[src/rtl/serial_subtractor.sv]
// Bit-serial subtractor: one difference bit per clock, LSB first, z = x - y mod 2^WIDTH.
// Optional signed-overflow output enabled by defining SERIAL_SUB_OVF_EN.
module serial_subtractor #(
  parameter int WIDTH = 32
) (
  input  logic             clk,
  input  logic             rst_n,
  input  logic             start,
  input  logic [WIDTH-1:0] x,
  input  logic [WIDTH-1:0] y,
  output logic             busy,
  output logic             done,
  output logic [WIDTH-1:0] z,
`ifdef SERIAL_SUB_OVF_EN
  output logic             ovf,
`endif
  output logic             bout
);

  localparam int CW = (WIDTH > 1) ? $clog2(WIDTH) : 1;

  localparam logic [1:0] S_IDLE = 2'd0;
  localparam logic [1:0] S_RUN  = 2'd1;
  localparam logic [1:0] S_DONE = 2'd2;

  logic [1:0]       state_q, state_d;
  logic [WIDTH-1:0] x_q, x_d;
  logic [WIDTH-1:0] y_q, y_d;
  logic [WIDTH-1:0] z_q, z_d;
  logic [CW-1:0]    cnt_q, cnt_d;
  logic             b_q, b_d;
  logic             bout_q, bout_d;
`ifdef SERIAL_SUB_OVF_EN
  logic             xs_q, xs_d;
  logic             ys_q, ys_d;
  logic             ovf_q, ovf_d;
`endif

  logic xi, yi, d_bit, b_bit, last_bit;

  // Full subtractor on the current LSBs of the operand shift registers.
  assign xi       = x_q[0];
  assign yi       = y_q[0];
  assign d_bit    = xi ^ yi ^ b_q;
  assign b_bit    = (~xi & yi) | (~(xi ^ yi) & b_q);
  assign last_bit = (cnt_q == CW'(WIDTH - 1));

  always_comb begin
    state_d = state_q;
    x_d     = x_q;
    y_d     = y_q;
    z_d     = z_q;
    cnt_d   = cnt_q;
    b_d     = b_q;
    bout_d  = bout_q;
`ifdef SERIAL_SUB_OVF_EN
    xs_d    = xs_q;
    ys_d    = ys_q;
    ovf_d   = ovf_q;
`endif
    case (state_q)
      S_IDLE: begin
        if (start) begin
          state_d = S_RUN;
          x_d     = x;
          y_d     = y;
          z_d     = '0;
          cnt_d   = '0;
          b_d     = 1'b0;
          bout_d  = 1'b0;
`ifdef SERIAL_SUB_OVF_EN
          xs_d    = x[WIDTH-1];
          ys_d    = y[WIDTH-1];
          ovf_d   = 1'b0;
`endif
        end
      end
      S_RUN: begin
        x_d = x_q >> 1;
        y_d = y_q >> 1;
        z_d = {d_bit, z_q[WIDTH-1:1]};
        b_d = b_bit;
        if (last_bit) begin
          // The bit computed now becomes z[MSB], so overflow is judged on d_bit.
          state_d = S_DONE;
          bout_d  = b_bit;
`ifdef SERIAL_SUB_OVF_EN
          ovf_d   = (xs_q != ys_q) && (d_bit != xs_q);
`endif
        end else begin
          cnt_d = cnt_q + CW'(1);
        end
      end
      S_DONE: begin
        state_d = S_IDLE;
      end
      default: begin
        state_d = S_IDLE;
      end
    endcase
  end

  always_ff @(posedge clk or negedge rst_n) begin
    if (!rst_n) begin
      state_q <= S_IDLE;
      x_q     <= '0;
      y_q     <= '0;
      z_q     <= '0;
      cnt_q   <= '0;
      b_q     <= 1'b0;
      bout_q  <= 1'b0;
`ifdef SERIAL_SUB_OVF_EN
      xs_q    <= 1'b0;
      ys_q    <= 1'b0;
      ovf_q   <= 1'b0;
`endif
    end else begin
      state_q <= state_d;
      x_q     <= x_d;
      y_q     <= y_d;
      z_q     <= z_d;
      cnt_q   <= cnt_d;
      b_q     <= b_d;
      bout_q  <= bout_d;
`ifdef SERIAL_SUB_OVF_EN
      xs_q    <= xs_d;
      ys_q    <= ys_d;
      ovf_q   <= ovf_d;
`endif
    end
  end

  assign busy = (state_q == S_RUN);
  assign done = (state_q == S_DONE);
  assign z    = z_q;
  assign bout = bout_q;
`ifdef SERIAL_SUB_OVF_EN
  assign ovf  = ovf_q;
`endif

endmodule

[config.mk]
export PLATFORM = sky130hd
export DESIGN_NAME = serial_subtractor
export DESIGN_NICKNAME = d
export VERILOG_FILES = /design/src/rtl/serial_subtractor.sv
export SDC_FILE = /design/constraint.sdc
export NUM_CORES = 1
export LEC_CHECK = 0
export CAP_MARGIN = 20
export CORE_ASPECT_RATIO = 0.9
export CORE_UTILIZATION = 45
export DETAILED_ROUTE_END_ITERATION = 12
export GPL_TIMING_DRIVEN = 1
export PLACE_DENSITY = 0.79
export SLEW_MARGIN = 20
export SYNTH_ARGS = -nofsm -noshare
export SYNTH_HDL_FRONTEND = slang
export SYNTH_SLANG_ARGS = --single-unit
export TNS_END_PERCENT = 50
[constraint.sdc]
create_clock -name clk -period 1.75 [get_ports clk]
set_clock_uncertainty 0.2 [all_clocks]
set_input_delay 0.175 -clock clk [delete_from_list [all_inputs] [get_ports clk]]
set_output_delay 0.175 -clock clk [all_outputs]
set_load 0.05 [all_outputs]
# Yosys cells after proc, flatten, opt, wreduce, memory -nomap -nowiden
# Index checks and enable logic that the tools add are counted.
[word_totals] register_bits=105 input_bits=67 out_inout_bits=35 elab_cells=43
[classes] n_addsub=1 n_eq_ne=6 mux=16 n_bitwise=7 reduce_logical=6
[op_table] op="$pmux W32 S2" n=3
[op_table] op="$mux W32" n=3
[op_table] op="$mux W5" n=2
[op_table] op="$pmux W5 S2" n=1
[op_table] op="$reduce_and A3 Y1" n=2
[op_table] op="$add A5 B1 Y5 const B" n=1
[op_table] op="$eq A5 B5 Y1 const B" n=1
[op_table] op="$mux W2" n=2
[op_table] op="$ne A2 B2 Y1 const B" n=2
[op_table] op="$pmux W1 S2" n=2
[op_table] op="$pmux W2 S2" n=1
[op_table] op="$reduce_and A2 Y1" n=2
[op_table] op="$and A1 B1 Y1" n=2
[op_table] op="$eq A2 B1 Y1 const B" n=1
[op_table] op="$eq A2 B2 Y1 const B" n=1
[op_table] op="$logic_not A2 Y1" n=1
[op_table] op="$mux W1" n=2
[op_table] op="$ne A2 B1 Y1 const B" n=1
[op_table] op="$not A1 Y1" n=2
[op_table] op="$reduce_bool A2 Y1" n=1
[op_table] op="$xor A1 B1 Y1" n=2
[op_table] op="$or A1 B1 Y1" n=1

# Logic depth before layout (Yosys ltp)
# Gate-level depths: netlist (run 1).
[depth] word_depth=6 ltp_mapped=6 mapped_depth_nobuf=6

# Worst setup path after synthesis (run 1)
# No wires, ideal clock.
[synth_path] path_kind="register -> register" from="register cnt_q[0]" to="register cnt_q[0]" setup_ns=0.125 arrival_time_ns=1.566 required_ns=1.425 slack_ns=-0.141 stages_incl_launch_ff=7 path_buffers=0 synth_period_minus_slack_ns=1.891 cell_sequence="dfrtp_1 ha_1 and3_1 ha_1 nand2b_1 a21o_1 mux2_2"
[synth_via] elab_chain_len=3 elab_cells_between_ends=6 classes_between="1 x add/sub; 2 x eq/ne; 2 x mux; 1 x reduce/logical"
[synth_rtl] item="start: declaration" line_no="30" rtl="logic [CW-1:0] cnt_q, cnt_d;"
[synth_rtl] item="start signal: assignment" line_no="122" rtl="cnt_q <= cnt_d;"
[synth_rtl] item="$add A5 B1 Y5 or $eq A5 B5 Y1 (tied branches)" line_no="91, 46"
[synth_rtl] item="$mux W5 or $ne A2 B2 Y1 (tied branches)"
[synth_rtl] item="$pmux W5 S2 or $reduce_and A3 Y1 (tied branches)"
# Parallel ways exist; a longest one is shown, timed or not. The select of a mux whose other input is x is not followed.
# A chain may end at the register's enable or synchronous reset.

# Final worst setup path (run 1)
# Same ends and word-level chain as after synthesis.

==> impl_metrics.toml, run 1 <==
[critical_path]
path_buf_inv = 0
cp_cell_sequence = "ha_2 -> and3_4 -> ha_4 -> nand2b_4 -> a21o_1 -> mux2_4"
crit_fanout = 4
arrival_ps = 1820
crit_required_ps = 1760
cp.depth = 6
end_kind = "register"
cp_slowest_cell = "dfrtp_1"
setup.worst_path.start_class = "register"
critPathMaxStageDelay_ps = 380
r2r_end = "cnt_q[0]"
criticalPathCategory = "reg -> reg"
crit_family = "flip-flops"
r2r_start = "cnt_q[0]"
r2r_slack_ps = -60
ff2ff_path_depth = 6

[drt]
drc = 0
wl_per_cell_um = 14.9
drtIter0Drc = 127
dr.pass1.iters = 4
num_vias = 3272
vias_per_cell = 5.12
ant_nets = 0
routed_wl_mm = 9.51

[clock_tree]
cts_max_level = 3
path_clk_slew_ps = 70
clock_path_buffers = 2
clockRootBuffer = "clkbuf_16"
cts_tree = "built"
cts_made_buffers = 9
clkSinkCount = 105
worstSkewPairLatency_ps = 340

[floorplanning]
core-area_um2 = 9780
die-area_um2 = 10600
rows = 34
start_util_pct = 46.7
fp.dieH_um = 97.6
die_x_um = 108
io_pins = 102

[sta]
setup_ws_ps = -58.2
worst_slew_pin_slew_ps = 432
setup_viol = 3
drv_slew = 0
rsz0062_at_grt = "true"
max_freq_mhz = 553
worst_hold_slack_ps = 111
timing.final.crit_share_pct = 103
post-route-min-period_ps = 1810
final_hold_viol_count = 0
relSlewSlack_pct = 71.2

[synth]
ys_types = 31
ys_ff_latch = 105
synthTopCellsByArea = "dfrtp_1 58%, mux2i_1 13%, a22o_1 6.9%"
synth.yosys.seq_area_share_pct = 57.5
synth_area_um2 = 4570
syn_area_per_cell_um2 = 11.5
synth_top_area_share_pct = 57.5
synthCells = 398
ys.warnings.count = 0
yosysTopAreaCell = "dfrtp_1"
synthesis.nets = 469

[place]
place_congestion = 0.695
dp.final_hpwl_mm = 6.64
port_buffers = 101
place_ws_ps = -96.4

[final_layout]
diodes = 0
drive_above_1_share_pct = 17.3
areaGrowthSynthToFinish_pct = 35.1
fillers = 817
nets = 579

[grt]
overflow = 0
grt_usage_pct = 19.1
grt_max_degree = 70
grt_pass1_wl_mm = 15.9
grt_pass1_vias = 3272
antenna_found_initial = 0

[status]
violations = "negative setup slack"
status = "finished with violations"

[power_and_ir_drop]
irDropWorstVdd_v = 0.00118
p_per_area_nw_per_um2 = 1880
power_leakage_nw = 3.03

[hold_path]
hold_path.class = "in -> async"

[job]
drv_cap = 0
## per-layer routing
metal  up-vias  global-route usage, %  part of all wire [%]
li1       1624                      -                     -
met1      1579                   25.4                    45
met2        56                   32.2                    50
met3        13                   2.82                   3.3
met4         0                   5.80                   1.3
met5         -                      0                     0
## power breakdown
group	switching [W]	internal (W)	leakage, nW	total, W
clock	0.000905	0.00102	0.141	0.00193
combinational	0.00303	0.00242	1.55	0.00544
sequential	0.000702	0.00354	1.34	0.00424
## state kept, by name, indices dropped and copies added (netlist names)
signal and flops:
state_q 2, b_q 1, y_q 32, bout 1, x_q 32, z 32
cnt_q 5
## final cells by class
cell class,instances,area [µm²],area share [%]
sequential,105,2630,42.6
timing repair buffer,128,1280,20.7
multi-input combinational,260,1800,29.2
clock buffer,10,239,3.87
inverter,4,22.5,0.365
tap,126,158,2.55
clock inverter,6,50.0,0.811
## repair_timing
item	4_1_cts	5_1_grt
gates resized for setup	7	0
hold endpoints to repair	105	0
endpoints found under the setup margin	6	6
pin swaps	4	2
buffers inserted	4	1
hold buffers	1	0
## cells in the mapped netlist (all sizes together)
master    n
mux2      2
a21oi     4
buf      22
dfrtp   105
inv       4
nor2      2
nand2    64
o21ai    67
and3      1
and3b     1
nor2b     6
and2      1
nand3b    1
clkbuf    7
nand2b    4
ha        3
a21o      1
o21bai    2
a22o     36
mux2i    61
fa        1
a22oi     1
a211oi    1
nand3     1
## cell families after synthesis
group	Yosys count	synth area share, %
compound gates	112	15.6
simple gates	81	7.59
mux	63	13.9
flops	105	57.5
buf+inv	33	4.22
fa+ha+maj	4	1.26
## layout by cell type, fill, tap and decap left out, drive strengths merged, types with 2 or more instances in the layout
cell type and count:
a21oi 4, a22o 36, buf 62, clkbuf 10, clkdlybuf4s50 65, clkinv 3
dfrtp 105, ha 3, inv 6, mux2 2, mux2i 61, nand2 64
nand2b 4, nor2 2, nor2b 6, o21ai 67, o21bai 2
## worst reg2reg max path: stages, from the launching register on
cell      delay (ps)
dfrtp_1          380
ha_2             190
and3_4           160
ha_4             160
nand2b_4         150
a21o_1           200
mux2_4           270
## worst max path at each step
stage,startpoint,to,slack [ps]
5_1_grt,cnt_q[1],cnt_q[0],-100
2_1_floorplan,cnt_q[1],cnt_q[2],-60
6_report,cnt_q[0],cnt_q[0],-60
3_3_place_gp,cnt_q[1],cnt_q[2],-60
4_1_cts,cnt_q[0],cnt_q[0],-60
3_5_place_dp,cnt_q[1],cnt_q[3],-100
## through the flow
step           area [µm²]  util [%]  TNS (ps)  instances  total power (W)
4_1_cts              6160      63.0      -120        638           0.0117
6_report             6170      63.1     -95.4        639           0.0116
3_5_place_dp         5800      59.2      -471        617          0.00960
3_3_place_gp         5800      59.2      -161        617          0.00935
5_1_grt              6170      63.1      -380        639           0.0124
2_1_floorplan        4590         -      -117        398          0.00790
No activity file was read; power rests on OpenSTA's default activity.
==> run 2, diff against run 1 <==
--- a/config.mk
+++ b/config.mk
@@ -5,12 +5,14 @@
 export SDC_FILE = /design/constraint.sdc
 export NUM_CORES = 1
 export LEC_CHECK = 0
+export ABC_AREA = 1
 export CAP_MARGIN = 20
 export CORE_ASPECT_RATIO = 0.9
 export CORE_UTILIZATION = 45
 export DETAILED_ROUTE_END_ITERATION = 12
+export GPL_ROUTABILITY_DRIVEN = 0
 export GPL_TIMING_DRIVEN = 1
-export PLACE_DENSITY = 0.79
+export PLACE_DENSITY = 0.8
 export SLEW_MARGIN = 20
 export SYNTH_ARGS = -nofsm -noshare
 export SYNTH_HDL_FRONTEND = slang
==> impl_metrics.toml, run 2 <==
[status]
status = "finished, final reports clean"

[grt]
antenna_found_initial = 0
met1_usage_pct = 29.3
grt_pass1_wl_mm = 17.5
grt_use_met3_pct = 4.78
top_usage_layer = "met2"
grt_max_degree = 51
grt_usage_pct = 21.4
grt_pass1_vias = 3695
overflow = 0
use_met2_pct = 34.5

[sta]
post-route-min-period_ps = 1690
timing.final.crit_share_pct = 96.8
rsz0062_at_grt = "true"
final_hold_viol_count = 0
relSlewSlack_pct = 69.5
setup_viol = 0
tns_ps = 0
worst_slew_pin_slew_ps = 458
worst_hold_slack_ps = 43.1
max_freq_mhz = 590
drv_slew = 0

[floorplanning]
die_x_um = 107
start_util_pct = 46.4
fp.dieH_um = 96.9
io_pins = 102
die-area_um2 = 10400
core-area_um2 = 9700
rows = 34

[drt]
routed_wl_mm = 11.0
drc = 0
drtIter0Drc = 189
num_vias = 3866
wl_per_cell_um = 14.9
dr.pass1.iters = 5
ant_nets = 0
vias_per_cell = 5.24

[place]
post-place-cells = 715
dp.final_hpwl_mm = 7.14
port_buffers = 101

[critical_path]
crit_required_ps = 1830
end_kind = "register"
ff2ff_path_depth = 8
r2r_slack_ps = 60
r2r_end = "bout"
crit_family = "flip-flops"
setup.worst_path.start_class = "register"
cp_slowest_cell = "dfrtp_1"
path_buf_inv = 1
r2r_start = "cnt_q[0]"
crit_fanout = 2
criticalPathCategory = "reg -> reg"
critPathMaxStageDelay_ps = 410
arrival_ps = 1770
cp_cell_sequence = "ha_2 -> nand2_2 -> nor2_2 -> buf_4 -> ha_1 -> o21ai_0 -> nand2_1 -> o21ai_1"

[synth]
synth_top_area_share_pct = 58.4
ys.warnings.count = 0
synthTopCellsByArea = "dfrtp_1 58%, o21ai_1 7.1%, o21ai_0 7.0%"
syn_area_per_cell_um2 = 8.94
synth_ff_type = "dfrtp_1"
yosys.cell_count.top_type = "dfrtp_1"
synth_area_um2 = 4500
synthCells = 503
ys_ff_latch = 105
ys_types = 20
synthesis.nets = 574
async_flop_share_pct = 100
synth.yosys.seq_area_share_pct = 58.4
yosysTopAreaCell = "dfrtp_1"
synthTopCellsByCount = "105 x dfrtp_1, 84 x nand2_1, 66 x nor2_1, 64 x o21ai_1, 63 x o21ai_0"
synth_edf_count = 0

[clock_tree]
cts_made_buffers = 9
worstSkewPairLatency_ps = 360
clkSinkCount = 105
cts_tree = "built"
clockRootBuffer = "clkbuf_8"
path_clk_slew_ps = 100
cts_max_level = 3
clock_path_buffers = 2

[final_layout]
diodes = 0
nets = 679
layout_commonest_cell = "dfrtp_1"
fillers = 826
areaGrowthSynthToFinish_pct = 32.9
multi_input_area_um2 = 1560
final-seq-area_um2 = 2630
final_cell_mix = "104 x dfrtp_1, 82 x nand2_1, 66 x o21ai_1"
drive_above_1_share_pct = 14.4
instances_no_fill = 738

[power_and_ir_drop]
irDropWorstVdd_v = 0.000973
p_per_area_nw_per_um2 = 1730
power_leakage_nw = 2.66

[job]
drv_cap = 0

[hold_path]
hold_path.class = "in -> async"
[run 2: cell families (layout without fill, tap and decap cells)]
| logic type | Yosys count | in the layout | synth area share, % |
|---|---|---|---|
| AO/OA/AOI/OAI | 161 | 161 | 18.8 |
| adder cells (fa/ha/maj) | 4 | 4 | 1.28 |
| buffers and inverters | 72 | 181 | 7.56 |
| flip-flops | 105 | 105 | 58.4 |
| AND/OR/NAND/NOR | 161 | 161 | 14.0 |
[run 2: final cells by class]
cell class              count  share of cell area (%)
clock buffers              12                    2.26
clock inverters             3                   0.711
inverters                  39                    2.49
multi-input cells         326                    26.1
flip-flops and latches    105                    44.0
well taps                 126                    2.64
repair buffers            127                    21.9
[run 2: how the worst max path moves through the flow]
stage	start	to	slack, ps	depth (start not counted)
after CTS	state_q[0]	busy	-10	4
after global routing	cnt_q[0]	cnt_q[0]	-40	10
after global placement	start	z[0]	50	7
final	cnt_q[0]	bout	60	8
after detailed placement	cnt_q[0]	cnt_q[0]	-40	10
after floorplan	cnt_q[0]	cnt_q[0]	60	10
[run 2: per-stage QoR]
| stage | cell area [µm²] | setup WS [ps] | util (%) | total power, W |
|---|---|---|---|---|
| after global routing | 5980 | -39.6 | 61.6 | 0.0110 |
| after floorplan | 4500 | 56.2 | - | 0.00727 |
| after detailed placement | 5650 | -43.5 | 58.2 | 0.00871 |
| after global placement | 5650 | 53.1 | 58.2 | 0.00849 |
| after CTS | 5880 | -12.4 | 60.6 | 0.0102 |
| final | 5980 | 56.1 | 61.6 | 0.0103 |
[run 2: layer usage]
| metal | part of all wire (%) | wire length (µm) |
|---|---|---|
| met5 | 0 | 0 |
| met4 | 1.6 | 174 |
| met3 | 5.4 | 592 |
| met2 | 48 | 5340 |
| met1 | 45 | 4920 |
[run 2: worst reg2reg max path, stage by stage, from the launching register on]
cell     delay (ps)
dfrtp_1         410
ha_2            200
nand2_2          80
nor2_2           50
buf_4           120
ha_1            170
o21ai_0         230
nand2_1          80
o21ai_1          80
[run 2: repair_timing]
| item | in CTS | in global routing |
|---|---|---|
| hold endpoints to repair | 105 | 0 |
| endpoints found under the setup margin | 5 | 20 |
| gates cloned | 1 | 2 |
| gates resized for setup | 3 | 12 |
| setup buffers | 0 | 5 |
| pin swaps | 1 | 7 |
| hold buffers | 1 | 0 |
[run 2: where the power goes]
group	switching [W]	internal, W	leakage, nW
sequential	0.000645	0.00356	1.29
clock	0.000762	0.000655	0.0864
combinational	0.00292	0.00178	1.28
total	0.00432	0.00599	2.66
